File: src/rtl/cva6_ras_circ.sv
// Circular return-address stack for the frontend branch predictor.
// Arbitrary depth with modulo pointer wrap. On overflow the oldest entry is overwritten.
// A push and pop in the same cycle atomically replace the top entry.
// Optional feature macro: RAS_STATS_EN adds 16-bit saturating overflow/underflow event counters.
module cva6_ras_circ #(
  parameter int unsigned RAS_DEPTH = 2,
  parameter int unsigned VLEN      = 32,
  localparam int unsigned CNT_W    = $clog2(RAS_DEPTH + 1)
) (
  input  logic             clk_i,
  input  logic             rst_i,
  input  logic             flush_bp_i,
  input  logic             push_i,
  input  logic             pop_i,
  input  logic [VLEN-1:0]  data_i,
  output logic [VLEN-1:0]  data_o,
  output logic             valid_o,
  output logic [CNT_W-1:0] count_o,
  output logic             overflow_o,
  output logic             underflow_o,
  output logic [15:0]      ovf_cnt_o,
  output logic [15:0]      unf_cnt_o
);

  localparam int unsigned PTR_W = (RAS_DEPTH > 1) ? $clog2(RAS_DEPTH) : 1;
  // Depth need not be a power of two, so wrap against the last index explicitly
  localparam logic [PTR_W-1:0] LAST_PTR = PTR_W'(RAS_DEPTH - 1);
  localparam logic [CNT_W-1:0] FULL_CNT = CNT_W'(RAS_DEPTH);

  logic [VLEN-1:0]  mem_q [RAS_DEPTH];
  logic [PTR_W-1:0] tos_q, tos_d, tos_inc, tos_dec;
  logic [CNT_W-1:0] cnt_q, cnt_d;
  logic             ovf_q, ovf_d;
  logic             unf_q, unf_d;
  logic             mem_we;
  logic [PTR_W-1:0] mem_waddr;

  // Modulo-RAS_DEPTH neighbours of the top-of-stack pointer
  always_comb begin
    tos_inc = (tos_q == LAST_PTR) ? '0 : tos_q + PTR_W'(1);
    tos_dec = (tos_q == '0) ? LAST_PTR : tos_q - PTR_W'(1);
  end

  // Next-state decode; priority flush > push&pop > push > pop
  always_comb begin
    tos_d     = tos_q;
    cnt_d     = cnt_q;
    ovf_d     = 1'b0;
    unf_d     = 1'b0;
    mem_we    = 1'b0;
    mem_waddr = tos_q;
    if (flush_bp_i) begin
      // Entries are kept; only the occupancy view is discarded
      tos_d = '0;
      cnt_d = '0;
    end else if (push_i && pop_i) begin
      // Replace top in place; an empty stack becomes one entry
      mem_we = 1'b1;
      if (cnt_q == '0) cnt_d = CNT_W'(1);
    end else if (push_i) begin
      tos_d     = tos_inc;
      mem_we    = 1'b1;
      mem_waddr = tos_inc;
      if (cnt_q == FULL_CNT) ovf_d = 1'b1;
      else                   cnt_d = cnt_q + CNT_W'(1);
    end else if (pop_i) begin
      if (cnt_q != '0) begin
        tos_d = tos_dec;
        cnt_d = cnt_q - CNT_W'(1);
      end else begin
        unf_d = 1'b1;
      end
    end
  end

  // Pointer, occupancy and event-pulse registers
  always_ff @(posedge clk_i or posedge rst_i) begin
    if (rst_i) begin
      tos_q <= '0;
      cnt_q <= '0;
      ovf_q <= 1'b0;
      unf_q <= 1'b0;
    end else begin
      tos_q <= tos_d;
      cnt_q <= cnt_d;
      ovf_q <= ovf_d;
      unf_q <= unf_d;
    end
  end

  // Entry storage
  always_ff @(posedge clk_i or posedge rst_i) begin
    if (rst_i) begin
      for (int i = 0; i < int'(RAS_DEPTH); i++) mem_q[i] <= '0;
    end else begin
      for (int i = 0; i < int'(RAS_DEPTH); i++) begin
        if (mem_we && (mem_waddr == PTR_W'(i))) mem_q[i] <= data_i;
      end
    end
  end

  // Top-of-stack read; deliberately unmasked when empty (consumers qualify with valid_o)
  always_comb begin
    data_o = '0;
    for (int i = 0; i < int'(RAS_DEPTH); i++) begin
      if (tos_q == PTR_W'(i)) data_o = mem_q[i];
    end
  end

  assign valid_o     = (cnt_q != '0);
  assign count_o     = cnt_q;
  assign overflow_o  = ovf_q;
  assign underflow_o = unf_q;

`ifdef RAS_STATS_EN
  logic [15:0] ovf_cnt_q, unf_cnt_q;

  // Saturating event counters; cleared by reset only, flush leaves them alone
  always_ff @(posedge clk_i or posedge rst_i) begin
    if (rst_i) begin
      ovf_cnt_q <= '0;
      unf_cnt_q <= '0;
    end else begin
      if (ovf_d && (ovf_cnt_q != 16'hFFFF)) ovf_cnt_q <= ovf_cnt_q + 16'd1;
      if (unf_d && (unf_cnt_q != 16'hFFFF)) unf_cnt_q <= unf_cnt_q + 16'd1;
    end
  end

  assign ovf_cnt_o = ovf_cnt_q;
  assign unf_cnt_o = unf_cnt_q;
`else
  assign ovf_cnt_o = 16'h0;
  assign unf_cnt_o = 16'h0;
`endif

endmodule

File: config.mk
export PLATFORM = sky130hd
export DESIGN_NAME = cva6_ras_circ
export DESIGN_NICKNAME = d
export VERILOG_FILES = /design/src/rtl/cva6_ras_circ.sv
export SDC_FILE = /design/constraint.sdc
export NUM_CORES = 1
export LEC_CHECK = 0
export CAP_MARGIN = 20
export CORE_AREA = 2 2 86 88
export CTS_CLUSTER_DIAMETER = 120
export DETAILED_ROUTE_END_ITERATION = 10
export DIE_AREA = 0 0 88 90
export PLACE_DENSITY = 0.81
export SETUP_SLACK_MARGIN = 0.15
export SYNTH_ARGS = -nofsm -noshare
export SYNTH_HDL_FRONTEND = slang
export SYNTH_SLANG_ARGS = --single-unit
File: constraint.sdc
create_clock -name clk_i -period 5.8 [get_ports clk_i]
set_clock_uncertainty 0.05 [all_clocks]
set_input_delay 1.45 -clock clk_i [delete_from_list [all_inputs] [get_ports clk_i]]
set_output_delay 1.45 -clock clk_i [all_outputs]
set_load 0.01 [all_outputs]
== Word-level counts from Yosys, hierarchy flattened ==
Cells that the tools add are included.
W data, S select, Z words.

* Register bits: 69
* Logic and storage cells: 56
* Output and inout port bits: 69
* Input port bits: 37

* $add $sub $neg: 4
* Reductions and logical operators: 11
* Bitwise logic cells: 1
* Equal/unequal tests: 4
* Mux-type cells: 30

{| class="wikitable"
|+ Operators by type and width
! cell !! number
|-
| $mux W32 || 1
|-
| $mux W1 || 22
|-
| $mux W2 || 7
|-
| $reduce_bool A4 Y1 || 2
|-
| $reduce_bool A3 Y1 || 2
|-
| $ne A4 B4 Y1 const B || 1
|-
| $reduce_and A4 Y1 || 1
|-
| $logic_and A1 B1 Y1 || 3
|-
| $ne A3 B2 Y1 const B || 1
|-
| $reduce_and A3 Y1 || 1
|-
| $add A2 B1 Y2 const B || 1
|-
| $eq A2 B2 Y1 const B || 1
|-
| $logic_not A2 Y1 || 1
|-
| $ne A2 B2 Y1 const B || 1
|-
| $reduce_bool A2 Y1 || 1
|-
| $sub A2 B1 Y2 const B || 1
|-
| $add A1 B1 Y1 const B || 1
|-
| $not A1 Y1 || 1
|-
| $sub A1 B1 Y1 const B || 1
|}

== Longest topological paths before layout ==
* Depth after elaboration: 7
* Depth in mapped cells: 5
* Depth with buffers taken out: 3

== Worst setup path before layout ==
OpenSTA, ideal clock, no wires.

* Path kind: reg2out
* From: register tos_q
* To: output port data_o[10]
* Buffers on the path: 2
* Cell stages (with the launch flop): 4
* Setup slack: 3.281 ns
* Required time: 4.300 ns
* Data arrival time: 1.019 ns
* Path through: dfrtp_1 > buf_6 > buf_2 > mux2_2

* Word-level cells in the longest chain between the ends: 1

{| class="wikitable"
|+ Ends and longest elaborated chain
! what !! line !! text
|-
| from (decl) || 31 || <nowiki>logic [PTR_W-1:0] tos_q, tos_d, tos_inc, tos_dec;</nowiki>
|-
| from (signal assigned) || 84 || <nowiki>tos_q <= tos_d;</nowiki>
|-
| $mux W32 || 106 || <nowiki>if (tos_q == PTR_W'(i)) data_o = mem_q[i];</nowiki>
|-
| to (decl) || 16 || <nowiki>output logic [VLEN-1:0] data_o,</nowiki>
|}

No other way between the ends.

== Worst setup path after layout ==
* From: register tos_q
* To: output port data_o[27]

The elaborated chain is that of the path after synthesis.

==> results_dict.tcl <==
set metrics [dict create \
    cts_buffer_depth 2 \
    htreeDepth 3 \
    wl_per_cell_um 14.9 \
    setup_viol_count_final 0 \
    ys.warnings.count 0 \
    die_area_um2 7920 \
    nets 343 \
    synth_area_um2 3420 \
    place_area_um2 4080 \
    vias 1930 \
    antenna_found_initial 0 \
    cts.sinks 69 \
    totalWireLength_um 6120 \
    portBuffers 73 \
    synth_top_area_share_pct 50.5 \
    ir_worst_vdd_mv 0.212 \
    diodes 0 \
    setup_tns_ns 0 \
    muxShareOfSynthArea_pct 35.5 \
    cap_violations 0 \
    crit_arrival_ns 2.45 \
    area_growth_pct 26.5 \
    core_area_um2 7020 \
    synthSimpleGateAreaFrac_pct 3.11 \
    drive_above_1_share_pct 37.9 \
    final_util_pct 61.6 \
    grt_pass1_vias 2069 \
    clockRootBuffer "clkbuf_8" \
    worst_slack_ns 1.85 \
    antenna_left 0 \
    grtUsageTotal_pct 16.5 \
    clock_latency_ns 0.33 \
    critical_path_class "flop to output pin" \
    syn-instance-count 231 \
    ys_seq_elements 69 \
    finalHoldViolCount 0 \
    dp_slack_ns 2.16 \
    cts_resized 0 \
    slowest_stage "dfrtp_1" \
    hp-start "mem_q[62]" \
    via_per_inst 4.71 \
    finalInstanceArea_um2 4330 \
    synth_top_family_by_area "multiplexers" \
    path_max_fanout 18 \
    drtPass1Iterations 4 \
    post-route-drc-count 0 \
    critPathBufInv 2 \
    fin_cells 410 \
    cp-end-kind "output pin" \
    hpwl_um 4110 \
    io_pins 106 \
    rsz0062_at_grt "no" \
    maxSlewHeadroom_pct 35.3 \
    hold_class "flop to flop" \
    cts_tree "yes" \
    critical_path.top_delay_family "buffers and inverters" \
    yosys.area.top_type "dfrtp_1" \
    synth_xor_area_share_pct 0.476 \
    die_h_um 90 \
    cts_made_buffers 9 \
    fin_crit_sh_pct 68.2 \
    cts_setup_buffers 0 \
    gp_congestion 0.756 \
    cp_cell_sequence "buf_4 > mux2_2 > clkdlybuf4s50_1" \
    power.leakage_nw 1.94 \
    dp.cells 394 \
    grt_pass1_wl_um 10200 \
    startpoint "tos_q" \
    synth_compound_area_share_pct 0.732 \
    synthAdderAreaFrac_pct 0 \
    powerDensity_nw_per_um2 385 \
    drtIter0Drc 28 \
    initial_core_util_pct 48.7 \
    outcome "finished clean" \
    total_power_mw 1.66 \
    die_w_um 88 \
    synth_area_leaders "dfrtp_1 (50%), mux2_2 (21%), mux2_4 (13%)" \
    hold-worst-slack_ns 0.439 \
    worst_pin_slew_ns 0.969 \
    clk_pin_slew_ns 0.07 \
    critPathLaunchType "flop" \
    avgSynthCellArea_um2 14.8 \
    synth.distinct_cells 23 \
    r2r-start "tos_q" \
    gr-total-overflow 0 \
    grt_max_degree 43 \
    synth.yosys.seq_area_share_pct 50.5 \
    rows 31 \
    required_ns 4.30 \
    period_minus_slack_ns 3.95 \
    postCtsHoldBufs 0 \
    max_freq_mhz 253 \
    slowest_delay_ns 0.85 \
    slew_viol_final 0 \
]
[placed cells by master, fill, tap and decap left out, drive strengths merged, types with 2 or more instances in the layout]
cell type,synthesis,layout
nor2,2,2
nand2b,2,2
clkbuf,0,13
bufinv,0,2
conb,1,32
mux2,97,97
nor3,3,3
dfrtp,69,69
buf,42,2
a21oi,2,2
clkdlybuf4s50,0,73
nor2b,4,4
[routing by layer]
layer / vias up / share of wire (%) / GRT usage (%)
met5: - / 0 / 0
met4: 0 / 1.1 / 5.77
met3: 7 / 6.2 / 5.42
met2: 66 / 48 / 25.4
met1: 970 / 44 / 21.8
li1: 887 / - / -
[cell usage after synthesis (all sizes together)]
master  count
a211oi      1
conb        1
xnor2       1
o21a        1
a21oi       2
mux2       97
mux2i       1
nor2b       4
dfrtp      69
nand2b      2
nor2        2
nor3        3
buf        42
nand3b      1
inv         1
nand2       1
nor4b       1
or2         1
[cells by family after synthesis]
group | Yosys count
mux | 98
flops | 69
buf+inv | 43
simple gates | 15
compound gates | 4
xor+xnor | 1
other cells | 1
[registers in the layout, indices dropped and copies added (netlist names)]
signal and cells:
tos_q 1, count_o 2, mem_q 64, underflow_o 1, overflow_o 1
[power breakdown]
| part | switching [mW] | internal (mW) |
|---|---|---|
| Combinational | 0.173 | 0.349 |
| Sequential | 0.0709 | 0.610 |
| Clock | 0.174 | 0.289 |
[worst reg2reg max path, stage by stage (launching register included)]
cell	delay, ns
dfrtp_1	0.85
buf_4	0.40
xnor2_2	0.17
nor2_4	0.77
mux2_2	0.45
[area by class of cell]
class | instances | area [um^2]
Clock buffer | 13 | 179
Clock inverter | 3 | 65.1
Fill cell | 552 | 2690
Inverter | 1 | 3.75
Multi-Input combinational cell | 150 | 1480
Sequential cell | 69 | 1730
Tap cell | 99 | 124
Timing Repair Buffer | 75 | 746
[worst paths after layout]
kind / to / slack (ns) / cells after the start
worst max register to register: mem_q[35] / 3.00 / 4
min in group asynchronous: mem_q[46] / 1.56 / 2
worst min register to register: mem_q[62] / 0.44 / 1
max in group asynchronous: mem_q[40] / 3.25 / 3
worst max-delay path: data_o[27] / 1.85 / 3
worst min-delay path: mem_q[62] / 0.44 / 1
Note: power is estimated with default switching activity, not from simulation.
